`src/rtl/store_forward_buffer.sv`:
```
// Circular store buffer with byte-granular store-to-load forwarding and a
// single-outstanding drain to dmem. Define STORE_BUF_COALESCE_EN to merge same-word pushes.
module store_forward_buffer #(
  parameter int DEPTH = 4,
  localparam int PTR_W = $clog2(DEPTH)
) (
  input  logic             clk,
  input  logic             rst,
  input  logic             flush,
  input  logic             st_valid,
  output logic             st_ready,
  input  logic [31:0]      st_addr,
  input  logic [2:0]       st_funct3,
  input  logic [31:0]      st_wdata,
  input  logic             ld_valid,
  input  logic [31:0]      ld_addr,
  input  logic [2:0]       ld_funct3,
  output logic             ld_hit,
  output logic             ld_conflict,
  output logic [31:0]      ld_value,
  output logic [31:0]      dmem_addr,
  output logic [3:0]       dmem_wmask,
  output logic [3:0]       dmem_rmask,
  output logic [31:0]      dmem_wdata,
  input  logic             dmem_resp,
  output logic [PTR_W:0]   count,
  output logic             empty
);

  typedef enum logic {S_IDLE, S_WAIT} state_t;

  logic [29:0]      addr_q [DEPTH];
  logic [3:0]       mask_q [DEPTH];
  logic [31:0]      data_q [DEPTH];
  logic [PTR_W-1:0] head_q, tail_q;
  logic [PTR_W:0]   count_q;
  state_t           state_q, state_d;

  logic        full, push_fire, alloc_fire, merge_ok, hold_head, issue, pop;
  logic [3:0]  push_mask;
  logic [31:0] push_data;

  assign full     = (count_q == (PTR_W+1)'(DEPTH));
  assign count    = count_q;
  assign empty    = (count_q == '0);
  assign st_ready = !full || merge_ok;
  assign push_fire  = st_valid && st_ready;
  assign alloc_fire = push_fire && !merge_ok;

  always_comb begin
    push_mask = 4'b0000;
    push_data = 32'h0;
    case (st_funct3)
      3'b000: begin
        push_mask = 4'b0001 << st_addr[1:0];
        push_data = {24'h0, st_wdata[7:0]} << {st_addr[1:0], 3'b000};
      end
      3'b001: begin
        push_mask = 4'b0011 << st_addr[1:0];
        push_data = {16'h0, st_wdata[15:0]} << {st_addr[1], 4'b0000};
      end
      3'b010: begin
        push_mask = 4'b1111;
        push_data = st_wdata;
      end
      default: ;
    endcase
  end

`ifdef STORE_BUF_COALESCE_EN
  logic [DEPTH-1:0] issued_q;
  logic [PTR_W-1:0] youngest;
  logic             merge_fire;
  logic [31:0]      merge_bits;

  assign youngest   = tail_q - 1'b1;
  assign merge_ok   = !empty && (addr_q[youngest] == st_addr[31:2]) && !issued_q[youngest];
  assign merge_fire = push_fire && merge_ok;
  // Defer issuing the head while it is still absorbing bytes, so a request never changes mid-flight.
  assign hold_head  = merge_fire && (youngest == head_q);
  assign merge_bits = {{8{push_mask[3]}}, {8{push_mask[2]}}, {8{push_mask[1]}}, {8{push_mask[0]}}};

  always_ff @(posedge clk or posedge rst) begin
    if (rst) begin
      issued_q <= '0;
    end else begin
      if (alloc_fire) issued_q[tail_q] <= 1'b0;
      if (issue)      issued_q[head_q] <= 1'b1;
    end
  end

  always_ff @(posedge clk) begin
    if (alloc_fire) begin
      addr_q[tail_q] <= st_addr[31:2];
      mask_q[tail_q] <= push_mask;
      data_q[tail_q] <= push_data;
    end else if (merge_fire) begin
      mask_q[youngest] <= mask_q[youngest] | push_mask;
      data_q[youngest] <= (data_q[youngest] & ~merge_bits) | (push_data & merge_bits);
    end
  end
`else
  assign merge_ok  = 1'b0;
  assign hold_head = 1'b0;

  always_ff @(posedge clk) begin
    if (alloc_fire) begin
      addr_q[tail_q] <= st_addr[31:2];
      mask_q[tail_q] <= push_mask;
      data_q[tail_q] <= push_data;
    end
  end
`endif

  always_ff @(posedge clk or posedge rst) begin
    if (rst) begin
      head_q  <= '0;
      tail_q  <= '0;
      count_q <= '0;
    end else begin
      if (alloc_fire) tail_q <= tail_q + 1'b1;
      if (pop)        head_q <= head_q + 1'b1;
      count_q <= count_q + (PTR_W+1)'(alloc_fire) - (PTR_W+1)'(pop);
    end
  end

  always_ff @(posedge clk or posedge rst) begin
    if (rst) state_q <= S_IDLE;
    else     state_q <= state_d;
  end

  // Entries with an empty mask (unknown funct3) retire without touching memory.
  always_comb begin
    state_d = state_q;
    issue   = 1'b0;
    pop     = 1'b0;
    case (state_q)
      S_IDLE: begin
        if (!empty && !hold_head) begin
          if (mask_q[head_q] != 4'b0000) begin
            issue   = 1'b1;
            state_d = S_WAIT;
          end else begin
            pop = 1'b1;
          end
        end
      end
      S_WAIT: begin
        if (dmem_resp) begin
          pop     = 1'b1;
          state_d = S_IDLE;
        end
      end
      default: state_d = S_IDLE;
    endcase
  end

  always_comb begin
    dmem_addr  = 32'h0;
    dmem_wmask = 4'b0000;
    dmem_wdata = 32'h0;
    dmem_rmask = 4'b0000;
    if (state_q == S_WAIT || issue) begin
      dmem_addr  = {addr_q[head_q], 2'b00};
      dmem_wmask = mask_q[head_q];
      dmem_wdata = data_q[head_q];
    end
  end

  logic [3:0]       rmask, covered;
  logic             f3_ok, lk_active;
  logic [31:0]      merged, byte_sh, half_sh;
  logic [PTR_W-1:0] lk_idx;

  // Walk oldest to youngest so younger entries overwrite each lane.
  always_comb begin
    rmask   = 4'b0000;
    f3_ok   = 1'b1;
    covered = 4'b0000;
    merged  = 32'h0;
    lk_idx  = '0;
    case (ld_funct3)
      3'b000, 3'b100: rmask = 4'b0001 << ld_addr[1:0];
      3'b001, 3'b101: rmask = 4'b0011 << ld_addr[1:0];
      3'b010:         rmask = 4'b1111;
      default:        f3_ok = 1'b0;
    endcase
    for (int i = 0; i < DEPTH; i++) begin
      lk_idx = head_q + PTR_W'(i);
      if (((PTR_W+1)'(i) < count_q) && (addr_q[lk_idx] == ld_addr[31:2])) begin
        for (int b = 0; b < 4; b++) begin
          if (mask_q[lk_idx][b]) begin
            covered[b]      = 1'b1;
            merged[8*b +: 8] = data_q[lk_idx][8*b +: 8];
          end
        end
      end
    end
    covered   = covered & rmask;
    lk_active = ld_valid && !flush && f3_ok;
    byte_sh   = merged >> {ld_addr[1:0], 3'b000};
    half_sh   = merged >> {ld_addr[1], 4'b0000};
    ld_hit      = lk_active && (covered == rmask);
    ld_conflict = lk_active && (covered != 4'b0000) && (covered != rmask);
    ld_value    = 32'h0;
    if (ld_hit) begin
      case (ld_funct3)
        3'b000:  ld_value = {{24{byte_sh[7]}}, byte_sh[7:0]};
        3'b100:  ld_value = {24'h0, byte_sh[7:0]};
        3'b001:  ld_value = {{16{half_sh[15]}}, half_sh[15:0]};
        3'b101:  ld_value = {16'h0, half_sh[15:0]};
        default: ld_value = merged;
      endcase
    end
  end

endmodule

```
`config.mk`:
```
export PLATFORM = sky130hd
export DESIGN_NAME = store_forward_buffer
export DESIGN_NICKNAME = d
export VERILOG_FILES = /design/src/rtl/store_forward_buffer.sv
export SDC_FILE = /design/constraint.sdc
export NUM_CORES = 1
export LEC_CHECK = 0
export BUFFER_PORTS_ARGS = -buffer_cell sky130_fd_sc_hd__clkbuf_2
export CORE_UTILIZATION = 43
export CTS_CLUSTER_DIAMETER = 120
export DETAILED_ROUTE_END_ITERATION = 7
export PLACE_DENSITY = 0.6
export SYNTH_ARGS = -nofsm -noshare
export SYNTH_HDL_FRONTEND = slang
export SYNTH_SLANG_ARGS = --single-unit
```
`constraint.sdc`:
```
create_clock -name clk -period 7.25 [get_ports clk]
set_input_delay 0.725 -clock clk [delete_from_list [all_inputs] [get_ports clk]]
set_output_delay 0.725 -clock clk [all_outputs]
set_load 0.05 [all_outputs]
```
* Yosys cells after proc, flatten, opt, wreduce, memory -nomap -nowiden
Memory sizes are Yosys's and may differ from the RTL's.
Cells that the tools add are included.
** Word-level totals
- Memories :: 3
- RAM bits :: 264
- Logic and storage cells :: 121
- Output and inout port bits :: 111
- Flip-flop bits (word level) :: 8
** Memory list
- data_q :: words 4, bits a word 32, read ports 4, clocked after Yosys merged registers in 0, write ports 1, line 34 : logic [31:0] data_q [DEPTH];
- addr_q :: words 4, bits a word 30, read ports 4, clocked after Yosys merged registers in 0, write ports 1, line 32 : logic [29:0] addr_q [DEPTH];
- mask_q :: words 4, bits a word 4, read ports 4, clocked after Yosys merged registers in 0, write ports 1, line 33 : logic [3:0] mask_q [DEPTH];
** Cells by class
- $lt $le $gt $ge :: 4
- Shifts and indexed selects :: 8
- Reduce and logical (&&, ||, !) cells :: 21
- Add/subtract/negate cells :: 6
- Bitwise operators :: 2
- Equality and inequality tests :: 13
- Mux-type cells :: 60
** Operators with widths (count)
- 2-to-1 mux 32 bit :: 7
- 2-to-1 mux 8 bit :: 16
- one-hot mux 32 bit (4 select lines) :: 1
- equality test 30 bit :: 4
- one-hot mux 32 bit (3 select lines) :: 1
- << shifter 16 x 5 -> 32 bit :: 1
- << shifter 8 x 5 -> 32 bit :: 1
- right shift 32 x 5 -> 16 bit :: 1
- right shift 32 x 5 -> 8 bit :: 1
- 2-to-1 mux 1 bit :: 26
- one-hot mux 4 bit (3 select lines) :: 2
- 2-to-1 mux 4 bit :: 5
- logical AND 1 bit :: 10
- equality test 3 bit (second input constant) :: 3
- zero test 3 bit :: 3
- nonzero test 4 bit :: 2
- << shifter 1 x 2 -> 4 bit (first input constant) :: 2
- << shifter 2 x 2 -> 4 bit (first input constant) :: 2
- equality test 3 x 1 -> 1 bit (second input constant) :: 2
- equality test 3 x 2 -> 1 bit (second input constant) :: 2
- less-than comparator 1 x 3 -> 1 bit (first input constant) :: 2
- less-than comparator 2 x 3 -> 1 bit (first input constant) :: 2
- OR reduction 5 bit :: 1
- adder 2 x 1 -> 2 bit (second input constant) :: 2
- 11 further kinds :: 15

* Logic depth before layout (Yosys ltp)
An unclocked memory read counts as a cell.
- Depth after elaboration :: 14
- Mapped depth :: 21

* Worst setup path after synthesis
Ideal clock, no wire load.
- Path kind :: reg-to-output
- From :: reg head_q[0]
- To :: out ld_value[0]
- Path buffers :: 3
- Arrival time :: 4847 ps
- Setup slack :: 1678 ps
- Data required time :: 6525 ps
- Stages on the path, launching flop included :: 16
- Cell sequence :: dfrtp_1 > buf_2 > buf_2 > mux4_2 > xor2_1 > a2111oi_2 > o2111ai_2 > nor3_2 > nand3_1 > nand2_1 > or3_1 > or4b_1 > buf_6 > clkinv_8 > o21ai_0 > a211oi_1
** On the way
- Longest elaborated chain between the ends :: 14
** RTL lines
- start: declaration :: line 35 : logic [PTR_W-1:0] head_q, tail_q;
- start signal: assignment :: line 122 : if (pop) head_q <= head_q + 1'b1;
- parallel branches: the longest is 13 deep, another holds memory (4 x 30 bit)
- 2-to-1 mux 32 bit * :: line 206 : if (ld_hit) begin
- end: declaration :: line 20 : output logic [31:0] ld_value,
Every way passes the cells marked *.

* Worst setup path after layout
- From :: reg head_q[1]
- To :: out ld_value[3]
Same word-level chain as after synthesis.

==> out/metrics.yaml <==
run_status:
  status: "completed"
clock_network:
  clock_latency_ps: 600
  clk_pin_slew_ps: 60
  numClockSinks: 272
  htreeDepth: 1
  cts_tree: "done"
  cts_root_buf: "clkbuf_16"
  cts-buffers-inserted: 30
  cts_buffer_depth: 3
  cts_hold_buf: 0
timing:
  finClkSkew_ps: 22.9
  final_hold_viol_count: 0
  fin_crit_sh_pct: 96.6
  slew_viol_final: 0
  worstMarginPinSlew_ps: 1080
  tns_ps: 0
  final-setup-viol-count: 0
  slew_headroom_pct: 25.8
  period_needed_ps: 7000
  rsz0062_at_grt: "false"
  max_freq_ghz: 0.143
cells_and_area:
  fin_area_mm2: 0.0226
  fin_nets: 2205
  drive_gt1_share_pct: 21.1
  synthToLayoutAreaGrowth_pct: 12.1
  layout_commonest_cell: "edfxtp_1"
  final_cell_mix: "edfxtp_1 (264), mux2i_1 (212), clkbuf_2 (212), nor2_1 (171), nand2_1 (128)"
route:
  firstDrtPassIters: 5
  num_vias: 17700
  antenna_left: 0
  drc: 0
  drt_iter0_drc: 2486
  wirelength_mm: 73.4
  avgRoutedWirePerCell_um: 27.0
  vias_per_cell: 6.52
power_and_ir_drop:
  ir_worst_vdd_v: 0.000298
  powerDensity_mw_per_mm2: 446
  p_leak_nw: 8.36
critical_path:
  worstSetupPathType: "register to output pin"
  cp_max_fo: 34
  reg2reg_slack_ps: 2010
  required_ps: 6520
  critPathArrivalTime_ps: 6280
  r2r-end: "count[2]$_DFF_PP0_"
  crit_path_start_kind: "register"
  end_kind: "output pin"
  rr_startpoint: "head_q[1]$_DFFE_PP0P_"
  ff2ff_path_depth: 11
placed_design:
  io_buffers: 212
  dp_hpwl_mm: 54.8
  dpl_cell_area_mm2: 0.0215
  routabilityCongestion: 1.00
floorplanning:
  dieArea_mm2: 0.0477
  die_w_um: 218
  ioPinCount: 219
  die_y_um: 218
  start_util_pct: 44.0
  num_rows: 78
  core_area_mm2: 0.0458
worst_hold_path:
  hp-class: "primary input to asynchronous set/reset pin"
grt:
  overflow: 0
  grt_pass1_wl_mm: 107
  first_global_vias: 16200
  grt_usage_pct: 30.0
  grt_max_degree: 108
  antenna_found_initial: 5
synth:
  synth_cell_type_count: 95
  syn_inst: 1959
  yosysWarnings: 0
  avgSynthCellArea_um2: 10.3
  async_flop_share_pct: 2.94
  yosysSeqAreaShare_pct: 40.3
  synth_area_mm2: 0.0202
  synth_edf_count: 264
  ys_ff_latch: 272
  synth-main-ff-cell: "edfxtp_1"
run:
  maxCapViolCount: 0
## critical path: stages, from the launching register on
cell       delay [ps]
dfrtp_4           670
buf_6             410
mux2i_1           500
xor2_1            240
nand4_1           140
a222oi_1          460
buf_4             220
o2111a_1          510
nand2_1           430
nand4_1           280
o2bb2ai_2          80
or4b_1            810
clkinv_8          230
o21ai_0           120
a211oi_1          230
clkbuf_2          330
## registers in the layout (all words and copies together) (netlist names)
signal   flops
state_q      1
count        3
mask_q      16
addr_q     120
head_q       2
data_q     128
tail_q       2
## power by group
| part | total [mW] | internal [mW] | leakage, nW | switching, mW |
|---|---|---|---|---|
| sequential | 2.36 | 2.11 | 2.52 | 0.254 |
| combinational | 6.16 | 1.89 | 5.36 | 4.27 |
| clock | 1.56 | 0.903 | 0.481 | 0.658 |
| total | 10.1 | 4.90 | 8.36 | 5.18 |
## through the flow
stage	utilization, %	cells	hold WS [ps]	setup WS [ps]	total power, mW
after CTS	49.2	2710	45.6	26.6	9.94
final	49.4	2715	52.9	250	10.1
after global placement	47.0	2654	542	765	8.33
after floorplan	-	1964	467	1680	6.79
after detailed placement	47.0	2654	554	667	8.37
after global routing	49.4	2713	83.0	7.26	10.5
## cell usage after synthesis, drive strengths merged (20+ instances only)
library cell,number,area (um^2)
xor2,32,280
mux2,76,856
buf,80,521
nand2b,21,131
nor4,20,125
nand3,35,175
nor3,48,255
a21oi,60,300
xnor2,79,692
mux2i,216,2170
nor2b,24,150
a22oi,20,150
nand2,128,480
clkbuf,79,298
nor2,172,653
mux4,29,653
o21ai,93,465
nand4,28,175
edfxtp,264,7930
and3,23,144
inv,35,131
a211oi,75,583
and2,32,200
## worst max path at each step
stage,startpoint,endpoint,slack (ps),cells past startpoint
3_3_place_gp,head_q[1]$_DFFE_PP0P_,ld_value[31],760,12
5_1_grt,head_q[1]$_DFFE_PP0P_,ld_value[3],7,15
4_1_cts,head_q[1]$_DFFE_PP0P_,ld_value[3],30,15
3_5_place_dp,head_q[1]$_DFFE_PP0P_,ld_value[3],670,15
2_1_floorplan,head_q[0]$_DFFE_PP0P_,ld_value[0],1680,15
6_report,head_q[1]$_DFFE_PP0P_,ld_value[3],250,15
## routing by layer
layer	part of all wire, %	GRT usage [%]	vias up	routed length (um)
met3	10	4.87	129	7650
met1	45	45.6	8725	32700
met2	43	43.7	1060	31300
li1	-	-	7799	-
met4	2.4	7.51	2	1760
met5	0.018	0	-	13
## area by class of cell
| class | count | area, um^2 |
|---|---|---|
| Fill cell | 4253 | 23200 |
| Multi-Input combinational cell | 1494 | 11100 |
| Sequential cell | 272 | 8140 |
| Timing Repair Buffer | 251 | 1410 |
| Clock buffer | 39 | 815 |
| Tap cell | 600 | 751 |
| Clock inverter | 17 | 195 |
| Inverter | 39 | 164 |
| Antenna cell | 3 | 7.51 |
## cell families after synthesis
| group | count (synthesis) | share of synthesized area, % |
|---|---|---|
| AOI/OAI and AO/OA | 453 | 16.2 |
| other | 1 | 0.0186 |
| buffers and inverters | 198 | 4.85 |
| muxes | 321 | 18.3 |
| xor gates and xnor gates | 111 | 4.82 |
| and+or+nand+nor | 594 | 14.9 |
| adders and majority gates | 9 | 0.596 |
| DFF | 272 | 40.3 |
## what timing repair did
action                     in CTS  in global routing
buffers inserted                0                  2
setup endpoints to repair       0                 33
gates resized for setup         0                  6
(Power assumes the default switching activity.)
